File: src/rtl/fetch_scan_seq.sv
// Fetch-block sequencer: walks each 64-bit block one halfword at a time and emits realigned RVI/RVC instructions.
// It stitches instructions that straddle two blocks and redirects on direct jumps.

module instr_scan (
  input  logic [31:0] instr,
  output logic        is_rvc,
  output logic        rvi_return,
  output logic        rvi_call,
  output logic        rvi_branch,
  output logic        rvi_jalr,
  output logic        rvi_jump,
  output logic [63:0] rvi_imm,
  output logic        rvc_branch,
  output logic        rvc_jump,
  output logic        rvc_jr,
  output logic        rvc_return,
  output logic        rvc_jalr,
  output logic        rvc_call,
  output logic [63:0] rvc_imm
);
  logic [6:0]  opcode;
  logic [4:0]  rd;
  logic [4:0]  rs1;
  logic [2:0]  c_funct3;
  logic        rd_link;
  logic        rs1_link;
  logic        c_rs1_link;
  logic        c_q1;
  logic        c_q2;
  logic        c_jal_enc;
  logic [63:0] b_imm;
  logic [63:0] j_imm;
  logic [63:0] i_imm;
  logic [63:0] cj_imm;
  logic [63:0] cb_imm;

  assign opcode     = instr[6:0];
  assign rd         = instr[11:7];
  assign rs1        = instr[19:15];
  assign c_funct3   = instr[15:13];
  assign is_rvc     = (instr[1:0] != 2'b11);
  assign rd_link    = (rd == 5'd1) || (rd == 5'd5);
  assign rs1_link   = (rs1 == 5'd1) || (rs1 == 5'd5);
  assign c_rs1_link = (instr[11:7] == 5'd1) || (instr[11:7] == 5'd5);

  assign b_imm  = {{52{instr[31]}}, instr[7], instr[30:25], instr[11:8], 1'b0};
  assign j_imm  = {{44{instr[31]}}, instr[19:12], instr[20], instr[30:21], 1'b0};
  assign i_imm  = {{52{instr[31]}}, instr[31:20]};
  assign cj_imm = {{52{instr[12]}}, instr[12], instr[8], instr[10:9], instr[6], instr[7],
                   instr[2], instr[11], instr[5:3], 1'b0};
  assign cb_imm = {{55{instr[12]}}, instr[12], instr[6:5], instr[2], instr[11:10], instr[4:3], 1'b0};

  assign rvi_branch = !is_rvc && (opcode == 7'h63);
  assign rvi_jalr   = !is_rvc && (opcode == 7'h67);
  assign rvi_jump   = !is_rvc && (opcode == 7'h6F);
  assign rvi_call   = (rvi_jalr || rvi_jump) && rd_link;
  assign rvi_return = rvi_jalr && rs1_link && (rd == 5'd0);

  always_comb begin
    rvi_imm = 64'd0;
    if (rvi_jump)        rvi_imm = j_imm;
    else if (rvi_branch) rvi_imm = b_imm;
    else if (rvi_jalr)   rvi_imm = i_imm;
  end

  // Quadrant 1 holds C.J/C.JAL/C.BEQZ/C.BNEZ; quadrant 2 holds C.JR/C.JALR (rs2 == 0, rs1 != 0).
  assign c_q1       = (instr[1:0] == 2'b01);
  assign c_q2       = (instr[1:0] == 2'b10);
  assign c_jal_enc  = c_q1 && (c_funct3 == 3'b001);
  assign rvc_jump   = c_q1 && ((c_funct3 == 3'b101) || (c_funct3 == 3'b001));
  assign rvc_branch = c_q1 && ((c_funct3 == 3'b110) || (c_funct3 == 3'b111));
  assign rvc_jr     = c_q2 && (instr[15:12] == 4'b1000) && (instr[6:2] == 5'd0) && (instr[11:7] != 5'd0);
  assign rvc_jalr   = c_q2 && (instr[15:12] == 4'b1001) && (instr[6:2] == 5'd0) && (instr[11:7] != 5'd0);
  assign rvc_return = rvc_jr && c_rs1_link;
  assign rvc_call   = rvc_jalr || c_jal_enc;

  always_comb begin
    rvc_imm = 64'd0;
    if (rvc_jump)        rvc_imm = cj_imm;
    else if (rvc_branch) rvc_imm = cb_imm;
  end
endmodule

module fetch_scan_seq #(
  parameter int VLEN   = 64,
  parameter int BLK_HW = 4
) (
  input  logic            clk_i,
  input  logic            rst_i,
  input  logic            flush_i,
  input  logic            fetch_valid_i,
  output logic            fetch_ready_o,
  input  logic [63:0]     fetch_data_i,
  input  logic [VLEN-1:0] fetch_addr_i,
  output logic            instr_valid_o,
  input  logic            instr_ready_i,
  output logic [31:0]     instr_o,
  output logic [VLEN-1:0] instr_addr_o,
  output logic [2:0]      instr_cf_o,
  output logic [63:0]     instr_imm_o,
  output logic            redirect_valid_o,
  output logic [VLEN-1:0] redirect_addr_o
);
  typedef enum logic [1:0] {IDLE, SCAN, WAIT_UPPER, REDIR} state_t;

  state_t          state_reg;
  logic [63:0]     data_reg;
  logic [VLEN-4:0] blk_reg;
  logic [2:0]      hw_reg;
  logic            stitch_reg;
  logic [15:0]     saved_hw_reg;
  logic [VLEN-1:0] saved_pc_reg;
  logic [VLEN-1:0] expect_reg;
  logic            redirect_valid_reg;
  logic [VLEN-1:0] redirect_addr_reg;

  logic [15:0]     hw_arr [BLK_HW];
  logic [1:0]      cur_idx;
  logic [1:0]      nxt_idx;
  logic [15:0]     cur_hw;
  logic            cur_is32;
  logic            straddle;
  logic [31:0]     raw_instr;
  logic [VLEN-1:0] cur_pc;
  logic [VLEN-1:0] next_blk_addr;
  logic [2:0]      hw_step;
  logic [2:0]      hw_adv;
  logic            fetch_fire;
  logic            instr_fire;

  logic        is_rvc, rvi_return, rvi_call, rvi_branch, rvi_jalr, rvi_jump;
  logic        rvc_branch, rvc_jump, rvc_jr, rvc_return, rvc_jalr, rvc_call;
  logic [63:0] rvi_imm, rvc_imm;
  logic        is_ret, is_call, is_jalr, is_jump, is_branch;
  logic [2:0]  cf;
  logic [63:0] imm_sel;

  for (genvar gi = 0; gi < BLK_HW; gi++) begin : g_hw
    assign hw_arr[gi] = data_reg[16*gi +: 16];
  end

  assign cur_idx       = hw_reg[1:0];
  assign nxt_idx       = cur_idx + 2'd1;
  assign cur_hw        = hw_arr[cur_idx];
  assign cur_is32      = (cur_hw[1:0] == 2'b11);
  assign next_blk_addr = {blk_reg + (VLEN-3)'(1), 3'b000};
  // The upper half of a 32-bit instruction in the last halfword lives in the next block.
  assign straddle      = (state_reg == SCAN) && !stitch_reg && cur_is32 && (cur_idx == 2'd3);

  always_comb begin
    raw_instr = {16'h0000, cur_hw};
    cur_pc    = {blk_reg, cur_idx, 1'b0};
    hw_step   = 3'd1;
    if (stitch_reg) begin
      raw_instr = {hw_arr[0], saved_hw_reg};
      cur_pc    = saved_pc_reg;
      hw_step   = 3'd0;
    end else if (cur_is32) begin
      raw_instr = {hw_arr[nxt_idx], cur_hw};
      hw_step   = 3'd2;
    end
  end
  assign hw_adv = hw_reg + hw_step;

  instr_scan u_scan (
    .instr      (raw_instr),
    .is_rvc     (is_rvc),
    .rvi_return (rvi_return),
    .rvi_call   (rvi_call),
    .rvi_branch (rvi_branch),
    .rvi_jalr   (rvi_jalr),
    .rvi_jump   (rvi_jump),
    .rvi_imm    (rvi_imm),
    .rvc_branch (rvc_branch),
    .rvc_jump   (rvc_jump),
    .rvc_jr     (rvc_jr),
    .rvc_return (rvc_return),
    .rvc_jalr   (rvc_jalr),
    .rvc_call   (rvc_call),
    .rvc_imm    (rvc_imm)
  );

  assign is_ret    = is_rvc ? rvc_return : rvi_return;
  assign is_call   = is_rvc ? rvc_call : rvi_call;
  assign is_jalr   = is_rvc ? (rvc_jr || rvc_jalr) : rvi_jalr;
  assign is_jump   = is_rvc ? rvc_jump : rvi_jump;
  assign is_branch = is_rvc ? rvc_branch : rvi_branch;
  assign imm_sel   = is_rvc ? rvc_imm : rvi_imm;

  always_comb begin
    cf = 3'd0;
    if (is_ret)         cf = 3'd5;
    else if (is_call)   cf = 3'd4;
    else if (is_jalr)   cf = 3'd3;
    else if (is_jump)   cf = 3'd2;
    else if (is_branch) cf = 3'd1;
  end

  assign fetch_ready_o    = !rst_i && !flush_i && ((state_reg == IDLE) || (state_reg == WAIT_UPPER));
  assign fetch_fire       = fetch_valid_i && fetch_ready_o;
  assign instr_valid_o    = !rst_i && (state_reg == SCAN) && !straddle;
  assign instr_fire       = instr_valid_o && instr_ready_i;
  assign instr_o          = instr_valid_o ? raw_instr : 32'd0;
  assign instr_addr_o     = instr_valid_o ? cur_pc : '0;
  assign instr_cf_o       = instr_valid_o ? cf : 3'd0;
  assign instr_imm_o      = (instr_valid_o && (cf != 3'd0)) ? imm_sel : 64'd0;
  assign redirect_valid_o = !rst_i && redirect_valid_reg;
  assign redirect_addr_o  = redirect_valid_o ? redirect_addr_reg : '0;

  always_ff @(posedge clk_i) begin
    if (rst_i || flush_i) begin
      state_reg          <= IDLE;
      data_reg           <= '0;
      blk_reg            <= '0;
      hw_reg             <= '0;
      stitch_reg         <= 1'b0;
      saved_hw_reg       <= '0;
      saved_pc_reg       <= '0;
      expect_reg         <= '0;
      redirect_valid_reg <= 1'b0;
      redirect_addr_reg  <= '0;
    end else begin
      case (state_reg)
        IDLE: begin
          if (fetch_fire) begin
            data_reg   <= fetch_data_i;
            blk_reg    <= fetch_addr_i[VLEN-1:3];
            hw_reg     <= {1'b0, fetch_addr_i[2:1]};
            stitch_reg <= 1'b0;
            state_reg  <= SCAN;
          end
        end
        SCAN: begin
          if (straddle) begin
            saved_hw_reg <= cur_hw;
            saved_pc_reg <= cur_pc;
            expect_reg   <= next_blk_addr;
            state_reg    <= WAIT_UPPER;
          end else if (instr_fire) begin
            stitch_reg <= 1'b0;
            if (is_jump) begin
              redirect_valid_reg <= 1'b1;
              redirect_addr_reg  <= cur_pc + imm_sel[VLEN-1:0];
              state_reg          <= REDIR;
            end else begin
              hw_reg <= hw_adv;
              if (hw_adv[2]) state_reg <= IDLE;
            end
          end
        end
        WAIT_UPPER: begin
          if (fetch_fire) begin
            data_reg  <= fetch_data_i;
            blk_reg   <= fetch_addr_i[VLEN-1:3];
            state_reg <= SCAN;
            if (fetch_addr_i == expect_reg) begin
              hw_reg     <= 3'd1;
              stitch_reg <= 1'b1;
            end else begin
              // Non-sequential block: the saved lower half is stale, start fresh.
              hw_reg       <= {1'b0, fetch_addr_i[2:1]};
              stitch_reg   <= 1'b0;
              saved_hw_reg <= '0;
              saved_pc_reg <= '0;
            end
          end
        end
        REDIR: begin
          redirect_valid_reg <= 1'b0;
          state_reg          <= IDLE;
        end
        default: state_reg <= IDLE;
      endcase
    end
  end
endmodule

File: config.mk
export PLATFORM = sky130hd
export DESIGN_NAME = fetch_scan_seq
export DESIGN_NICKNAME = d
export VERILOG_FILES = /design/src/rtl/fetch_scan_seq.sv
export SDC_FILE = /design/constraint.sdc
export NUM_CORES = 1
export LEC_CHECK = 0
export CAP_MARGIN = 20
export CELL_PAD_IN_SITES_DETAIL_PLACEMENT = 0
export CELL_PAD_IN_SITES_GLOBAL_PLACEMENT = 1
export CORE_ASPECT_RATIO = 1.75
export CORE_MARGIN = 2
export CORE_UTILIZATION = 40
export DETAILED_ROUTE_END_ITERATION = 8
export GPL_ROUTABILITY_DRIVEN = 0
export HOLD_SLACK_MARGIN = 0.08
export PLACE_DENSITY_LB_ADDON = 0.1
export SLEW_MARGIN = 20
export SYNTH_ARGS = -nofsm -noshare
export SYNTH_HDL_FRONTEND = slang
export SYNTH_SLANG_ARGS = --single-unit
File: constraint.sdc
create_clock -name clk_i -period 15.86 [get_ports clk_i]
set_input_delay 3.172 -clock clk_i [delete_from_list [all_inputs] [get_ports clk_i]]
set_output_delay 3.172 -clock clk_i [all_outputs]
set_load 0.02 [all_outputs]
After elaboration in Yosys (flattened, before gate mapping)
Index checks and enable logic that the tools add are counted.
{"block": "op_classes", "n_addsub": 4, "order_cmp": 2, "n_eq_ne": 33, "muxes": 63, "n_bitwise": 3, "n_reduce_logical": 58}
{"cell": "64-bit two-way mux", "n": 13}
{"cell": "64-bit case mux with 2 select lines", "n": 1}
{"cell": "16-bit two-way mux", "n": 7}
{"cell": "32-bit two-way mux", "n": 3}
{"cell": "64-bit adder", "n": 1}
{"cell": "16-bit binary-select mux with 2-bit select", "n": 2}
{"cell": "64-bit equality test", "n": 1}
{"cell": "61-bit by 1-bit adder with 61-bit output, second input constant", "n": 1}
{"cell": "16-bit case mux with 2 select lines", "n": 1}
{"cell": "1-bit logical AND", "n": 27}
{"cell": "3-bit two-way mux", "n": 8}
{"cell": "7-bit equality test, second input constant", "n": 3}
{"cell": "2-bit two-way mux", "n": 10}
{"cell": "2-bit != test, second input constant", "n": 9}
{"cell": "1-bit two-way mux", "n": 14}
{"cell": "4-bit AND reduction", "n": 3}
{"cell": "2-bit equality test, second input constant", "n": 5}
{"cell": "5-bit by 1-bit equality test with 1-bit output, second input constant", "n": 2}
{"cell": "5-bit by 3-bit equality test with 1-bit output, second input constant", "n": 2}
{"cell": "5-bit zero test", "n": 2}
{"cell": "3-bit equality test, second input constant", "n": 3}
{"cell": "1-bit logical OR", "n": 9}
{"cell": "3-bit case mux with 3 select lines", "n": 1}
{"cell": "4-bit equality test, second input constant", "n": 2}
{"cell": "other kinds (23)", "n": 33}
{"block": "word_totals", "regBits": 337, "inputBits": 133, "output_inout_bits": 230}

Logic depth before layout (Yosys ltp)
Gate-level depths: netlist (run 1).
{"block": "depth", "ltp_word": 19, "depth_mapped": 22, "mapped_depth_nobuf": 19}

By module
From an unflattened synthesis (run 1), not the netlist that was laid out.
{"block": "unflattened", "cells_unflattened": 2923, "area_unflattened_um2": 22800.6}
{"mod": "fetch_scan_seq", "instances": 1, "cells_per_inst": 2734, "area_each_um2": 21543.2, "seq_area_each_um2": 6746.5}
{"mod": "instr_scan", "instances": 1, "cells_per_inst": 189, "area_each_um2": 1257.5, "seq_area_each_um2": 0.0}

Worst setup path after synthesis (run 1)
Ideal clock, no wire load.
{"block": "synth_path", "path_type": "input-to-output", "startpoint": "in rst_i", "endpoint": "out instr_imm_o[21]", "arrival_time_ns": 5.984, "t_required_ns": 12.688, "slack_ns": 6.704, "stages": 6, "path_cell_list": "nand2b_1 -> inv_1 -> o31ai_1 -> buf_2 -> nor2b_1 -> buf_4"}
{"block": "synth_via", "elab_chain_cells": 5}
{"element": "from (decl)", "line_no": "89", "source": "input logic rst_i,"}
{"element": "1-bit zero test", "line_no": "201", "source": "assign instr_valid_o = !rst_i && (state_reg == SCAN) && !straddle;"}
{"element": "1-bit logical AND (2 in series)", "line_no": "201"}
{"element": "via instr_valid_o", "line_no": "95", "source": "output logic instr_valid_o,"}
{"element": "1-bit logical AND", "line_no": "206", "source": "assign instr_imm_o = (instr_valid_o && (cf != 3'd0)) ? imm_sel : 64'd0;"}
{"element": "64-bit two-way mux", "line_no": "206"}
{"element": "to (decl)", "line_no": "100", "source": "output logic [63:0] instr_imm_o,"}
The timed path passes the listed nets, and every way through them passes these cells.

Worst setup path after layout (run 1)
{"block": "layout_path", "startpoint": "in rst_i", "endpoint": "out instr_imm_o[11]"}
{"block": "layout_via", "elab_chain_cells": 5}
{"element": "1-bit zero test", "line_no": "201"}
{"element": "1-bit logical AND (2 in series)", "line_no": "201"}
{"element": "1-bit logical AND", "line_no": "206"}
{"element": "64-bit two-way mux", "line_no": "206"}
Every way passes these cells.

==> impl_metrics.tcl, run 1 <==
set metrics [dict create \
    outcome "finished, final reports clean" \
    drtAntennaViolNets 0 \
    worst-endpoint-required_ns 12.69 \
    die_height_microns 306.6 \
    ctsLongestPathBuffers 3 \
    grt_overflow 0 \
    cts_repair_resize_count 0 \
    switching_power_w 0.0005161 \
    worst_setup_path_end_kind "output pin" \
    core_area_sq_um 51610 \
    die_width_microns 176.9 \
    worst_setup_hold_path_clk_slew_ns 0.06 \
    syn_inst 2660 \
    setup_repair_after_global_routing_missed_its_margin "false" \
    share_of_synthesized_flip_flops_with_an_asynchronous_set_or_reset_pct 0 \
    finClkSkew_ns 0.01242 \
    post-cts-setup-buffers 0 \
    grt_antenna_before_repair 3 \
    timing.slew.headroom_pct 29.49 \
    synth.lib_cells_used.distinct 83 \
    final_common_cell "sky130_fd_sc_hd__nand2_1" \
    synthesis.area_sq_um 20920 \
    slew_violations 0 \
    syn_nets 2865 \
    maximum_number_of_pins_on_one_net_before_global_route_repair 162 \
    vias_in_the_first_global_route 19820 \
    static-leakage-power_nw 9.537 \
    wirelength_mm 80.25 \
    worst-slew-pin-transition_ns 1.058 \
    commonest_cells_after_routing_fill_and_taps_aside "sky130_fd_sc_hd__nand2_1, sky130_fd_sc_hd__clkdlybuf4s50_1, sky130_fd_sc_hd__dfxtp_1" \
    finalCritPeriodShare_pct 56.10 \
    timing.fmax_mhz 112.4 \
    detail_route.first_pass.iterations 8 \
    ios 363 \
    grt_pass1_wl_mm 119.2 \
    cellInternalPower_w 0.001389 \
    cap_viol_max_count 0 \
    ys_ff_latch 337 \
    timing.hold.worst.class "reg -> reg" \
    overall_track_demand_over_capacity_in_global_routing_pct 28.75 \
    post-route-min-period_ns 8.897 \
    critPathMaxFanout 20 \
    dieArea_sq_um 54220 \
    tritoncts.num_buffers 36 \
    insertion_delay_ns 0.55 \
    timing.critical_path.from "rst_i" \
    whs_ns 0.4474 \
    comb_power_share_pct 10.9 \
    avgSynthCellArea_sq_um 7.866 \
    avgRoutedWirePerCell_microns 22.62 \
    cts-hold-fix-buffers 0 \
    tritoncts "built" \
    totalNegativeSetupSlack_ns 0 \
    crit_path_start_kind "input port" \
    detail_route.iter0.violations 1531 \
    ys.flop_type "sky130_fd_sc_hd__dfxtp_1" \
    clock_tree.root_cell "sky130_fd_sc_hd__clkbuf_16" \
    yosysSeqAreaShare_pct 32.24 \
    power.share.switching_pct 27.09 \
    num_vias 20320 \
    crit_type "in -> out" \
    yosys_warnings 0 \
    h_tree_lvl_count 2 \
    place_hpwl_mm 60.00 \
    cts_sinks 337 \
    numPortBuffers 362 \
    synthToLayoutAreaGrowth_pct 22.64 \
    vias_per_cell 5.727 \
    fin_nets 3056 \
    starting_density_pct 40.54 \
    finalSetupViolations 0 \
    power-per-cell-area_nw_per_um2 74.25 \
    postLayoutCoreUtil_pct 49.71 \
    post-layout-total-power_w 0.001905 \
    rr_startpoint "hw_reg[0]$_SDFFE_PP0P_" \
    worst_ir_drop_vdd_v 0.00005537 \
    clock_power_share_pct 42.8 \
    synth_edf_count 0 \
    post_route_cells_drive_above_1_share_pct 7.275 \
    std_cell_rows 110 \
    number_of_hold_violations_in_the_final_report 0 \
    min-delay-start "redirect_addr_reg[41]$_SDFFE_PP0P_" \
    worst-endpoint-arrival_ns 5.73 \
    drc 0 \
    register_share_of_total_power_pct 46.4 \
]
power groups by stage:
stage | logic, W | registers, W | clock network, W
finish | 0.000207 | 0.000883 | 0.000815
floorplan | 0.000116 | 0.000891 | 0
detailed placement | 0.000206 | 0.000903 | 0
global route | 0.000220 | 0.000885 | 0.000861
CTS | 0.000206 | 0.000884 | 0.000829
global placement | 0.000205 | 0.000902 | 0
per-layer routing:
layer / track usage, % / vias to the layer above / wire [microns]
met1: 29.86 / 9618 / 28400
li1: - / 9697 / -
met3: 3.363 / 203 / 4059
met2: 52.85 / 797 / 41390
met5: 0 / - / 0
met4: 20.43 / 0 / 6397
cell usage after synthesis (18+ instances only):
library cell	instances	area, sq um
sky130_fd_sc_hd__and2_1	78	488.0
sky130_fd_sc_hd__clkbuf_1	151	566.8
sky130_fd_sc_hd__a21o_1	38	285.3
sky130_fd_sc_hd__ha_1	70	875.8
sky130_fd_sc_hd__and3_1	30	187.7
sky130_fd_sc_hd__nand4_1	50	312.8
sky130_fd_sc_hd__nor3_1	19	95.09
sky130_fd_sc_hd__buf_2	18	90.09
sky130_fd_sc_hd__nor2_1	218	818.3
sky130_fd_sc_hd__mux4_2	32	720.7
sky130_fd_sc_hd__nand3_1	187	935.9
sky130_fd_sc_hd__inv_1	28	105.1
sky130_fd_sc_hd__a22oi_1	95	713.2
sky130_fd_sc_hd__o21ai_0	88	440.4
sky130_fd_sc_hd__buf_4	46	345.3
sky130_fd_sc_hd__a21oi_1	165	825.8
sky130_fd_sc_hd__xnor2_1	105	919.6
sky130_fd_sc_hd__mux2_2	58	653.1
sky130_fd_sc_hd__or3_1	19	118.9
sky130_fd_sc_hd__nand2_1	429	1610
sky130_fd_sc_hd__nor2b_1	82	513.0
sky130_fd_sc_hd__dfxtp_1	337	6746
sky130_fd_sc_hd__xor2_1	55	481.7
sky130_fd_sc_hd__a211oi_1	50	375.4
final timing paths:
kind	end	slack, ns	cells after the start
max reg2reg	redirect_addr_reg[53]$_SDFFE_PP0P_	8.51	20
max	instr_imm_o[11]	6.96	7
min	redirect_addr_reg[41]$_SDFFE_PP0P_	0.45	2
min reg2reg	redirect_addr_reg[41]$_SDFFE_PP0P_	0.45	2
final cells by class:
type | count | area (sq um)
antenna | 2 | 5.005
clock buffer | 48 | 1006
clock inverter | 12 | 77.57
fill | 5090 | 25950
inverter | 29 | 108.9
multi-input combinational | 2061 | 13050
sequential | 337 | 6751
tap | 672 | 840.8
timing repair buffer | 386 | 3816
cell families (layout without fill, tap and decap cells):
family	Yosys count	count (layout)	share of synthesized area, %
AO/OA/AOI/OAI	547	547	16.98
XOR/XNOR	160	160	6.698
adder cells (fa/ha/maj)	72	72	4.377
buffers and inverters	262	475	5.741
flip-flops	337	337	32.24
multiplexers	103	103	7.206
other	0	2	0
AND/OR/NAND/NOR	1179	1179	26.75
critical path: stages:
cell                              delay [ns]
sky130_fd_sc_hd__clkdlybuf4s50_1        0.55
sky130_fd_sc_hd__nand2b_4               0.25
sky130_fd_sc_hd__inv_1                  0.20
sky130_fd_sc_hd__o31ai_2                0.13
sky130_fd_sc_hd__buf_4                  0.25
sky130_fd_sc_hd__a2111oi_0              0.46
sky130_fd_sc_hd__clkdlybuf4s50_1        0.70
per-stage QoR:
stage | area, sq um | std cells | worst slack [ns]
2_1_floorplan | 20920 | 2660 | 6.704
3_3_place_gp | 24570 | 3485 | 7.129
3_5_place_dp | 24570 | 3485 | 7.016
6_report | 25660 | 3547 | 6.963
4_1_cts | 25650 | 3545 | 6.977
5_1_grt | 25660 | 3546 | 6.860
No activity file was read; power rests on OpenSTA's default activity.
==> run 2, diff against run 1 <==
--- a/config.mk
+++ b/config.mk
@@ -10,7 +10,7 @@
 export CELL_PAD_IN_SITES_GLOBAL_PLACEMENT = 1
 export CORE_ASPECT_RATIO = 1.75
 export CORE_MARGIN = 2
-export CORE_UTILIZATION = 40
+export CORE_UTILIZATION = 36
 export DETAILED_ROUTE_END_ITERATION = 8
 export GPL_ROUTABILITY_DRIVEN = 0
 export HOLD_SLACK_MARGIN = 0.08
==> constraint.sdc (replaced) <==
create_clock -name clk_i -period 8 [get_ports clk_i]
set_input_delay 1.6 -clock clk_i [delete_from_list [all_inputs] [get_ports clk_i]]
set_output_delay 1.6 -clock clk_i [all_outputs]
set_load 0.02 [all_outputs]
==> impl_metrics.tcl, run 2 (same netlist as run 1, synthesis figures left out) <==
set metrics [dict create \
    core_area_sq_um 57330 \
    place_hpwl_mm 64.03 \
    finalCritPeriodShare_pct 89.68 \
    std_cell_rows 116 \
    tritoncts.num_buffers 37 \
    fin_nets 3056 \
    ctsLongestPathBuffers 3 \
    detail_route.first_pass.iterations 5 \
    worst-slew-pin-transition_ns 1.168 \
    slew_violations 0 \
    numPortBuffers 362 \
    dieArea_sq_um 60140 \
    placed_cell_area_sq_um 24700 \
    worst_setup_path_end_kind "output pin" \
    ios 363 \
    static-leakage-power_nw 9.577 \
    setup_repair_after_global_routing_missed_its_margin "false" \
    worst-endpoint-arrival_ns 5.57 \
    clock_tree.root_cell "sky130_fd_sc_hd__clkbuf_16" \
    vias_in_the_first_global_route 19960 \
    drc 0 \
    crit_type "reg -> out" \
    insertion_delay_ns 0.56 \
    worst_ir_drop_vdd_v 0.0001494 \
    overall_track_demand_over_capacity_in_global_routing_pct 27.30 \
    num_vias 20270 \
    commonest_cells_after_routing_fill_and_taps_aside "sky130_fd_sc_hd__nand2_1, sky130_fd_sc_hd__clkdlybuf4s50_1, sky130_fd_sc_hd__dfxtp_1" \
    detail_route.iter0.violations 1289 \
    drtAntennaViolNets 0 \
    cell_count_after_placement 3579 \
    post-cts-setup-buffers 0 \
    cts_sinks 337 \
    layoutNonFillerInstCount 3646 \
    maximum_number_of_pins_on_one_net_before_global_route_repair 191 \
    worst-endpoint-required_ns 6.40 \
    timing.fmax_mhz 139.4 \
    post_route_cells_drive_above_1_share_pct 7.334 \
    cts_repair_resize_count 0 \
    final_common_cell "sky130_fd_sc_hd__nand2_1" \
    grt_pass1_wl_mm 123.2 \
    timing.slew.headroom_pct 22.05 \
    number_of_hold_violations_in_the_final_report 0 \
    outcome "finished, final reports clean" \
    h_tree_lvl_count 2 \
    timing.hold.worst.class "reg -> reg" \
    avgRoutedWirePerCell_microns 23.11 \
    finClkSkew_ns 0.02793 \
    tritoncts "built" \
    post-route-min-period_ns 7.175 \
    power-per-cell-area_nw_per_um2 149.9 \
    worst_setup_hold_path_clk_slew_ns 0.06 \
    grt_overflow 0 \
    starting_density_pct 36.49 \
    totalNegativeSetupSlack_ns 0 \
    postLayoutCellArea_sq_um 25880 \
    cap_viol_max_count 0 \
    vias_per_cell 5.560 \
    grt_antenna_before_repair 3 \
    critPathMaxFanout 21 \
    wirelength_mm 84.25 \
    final.fill_count 5812 \
    synthToLayoutAreaGrowth_pct 23.69 \
    finalSetupViolations 0 \
    crit_path_start_kind "flip-flop" \
    cts-hold-fix-buffers 0 \
    die_width_microns 186.2 \
    die_height_microns 322.9 \
]
[run 2: layer usage]
layer / wire length, microns / track usage, % / vias up
li1: - / - / 9686
met1: 29930 / 27.80 / 9675
met2: 44640 / 51.85 / 718
met3: 3734 / 3.141 / 191
met4: 5944 / 17.32 / 0
met5: 0 / 0 / -
[run 2: metrics by stage]
step                      worst slack (ns)  total power [W]  hold slack, ns  util [%]
after detailed placement             1.515         0.002196          0.4415     43.09
final                               0.8253         0.003879          0.4452     45.14
after global routing                0.6204         0.004000          0.4603     45.14
after floorplan                      1.277         0.001996          0.4273         -
after CTS                           0.8984         0.003918          0.4486     45.13
after global placement               1.640         0.002193          0.4374     43.09
[run 2: cell type report]
cell class                      instances  area (sq um)  area share (%)
Tap cell                              767         959.7           3.708
Timing Repair Buffer                  385          3821           14.77
Antenna cell                            2         5.005         0.01934
Clock buffer                           50          1036           4.003
Inverter                               29         108.9          0.4206
Sequential cell                       337          6751           26.09
Multi-Input combinational cell       2061         13060           50.47
Clock inverter                         15         135.1          0.5222
[run 2: final timing paths]
check        cells after the start                          startpoint  slack, ns                            endpoint
max                              8              hw_reg[0]$_SDFFE_PP0P_       0.83                     instr_imm_o[16]
min                              2  redirect_addr_reg[34]$_SDFFE_PP0P_       0.45  redirect_addr_reg[34]$_SDFFE_PP0P_
max reg2reg                     20              hw_reg[1]$_SDFFE_PP0P_       1.38  redirect_addr_reg[57]$_SDFFE_PP0P_
min reg2reg                      2  redirect_addr_reg[34]$_SDFFE_PP0P_       0.45  redirect_addr_reg[34]$_SDFFE_PP0P_
[run 2: report_power, final]
| part | switching [W] | internal, W |
|---|---|---|
| Sequential | 0.0000529 | 0.00171 |
| Combinational | 0.000236 | 0.000163 |
| Clock | 0.000769 | 0.000950 |
[run 2: worst max-delay path, stage by stage, from the launching register on]
cell and delay, ns:
sky130_fd_sc_hd__dfxtp_2 0.70, sky130_fd_sc_hd__buf_4 0.44, sky130_fd_sc_hd__mux4_2 0.57, sky130_fd_sc_hd__mux2i_1 0.38
sky130_fd_sc_hd__nand4_1 0.14, sky130_fd_sc_hd__nor4b_1 0.96, sky130_fd_sc_hd__o31ai_4 0.36, sky130_fd_sc_hd__a211oi_1 0.69
sky130_fd_sc_hd__clkdlybuf4s50_1 0.74
==> run 3, diff against run 2 <==
--- a/config.mk
+++ b/config.mk
@@ -5,7 +5,6 @@
 export SDC_FILE = /design/constraint.sdc
 export NUM_CORES = 1
 export LEC_CHECK = 0
-export CAP_MARGIN = 20
 export CELL_PAD_IN_SITES_DETAIL_PLACEMENT = 0
 export CELL_PAD_IN_SITES_GLOBAL_PLACEMENT = 1
 export CORE_ASPECT_RATIO = 1.75
==> results of run 3 <==
No change in the layout: final DEF, timing and power equal those of run 2.
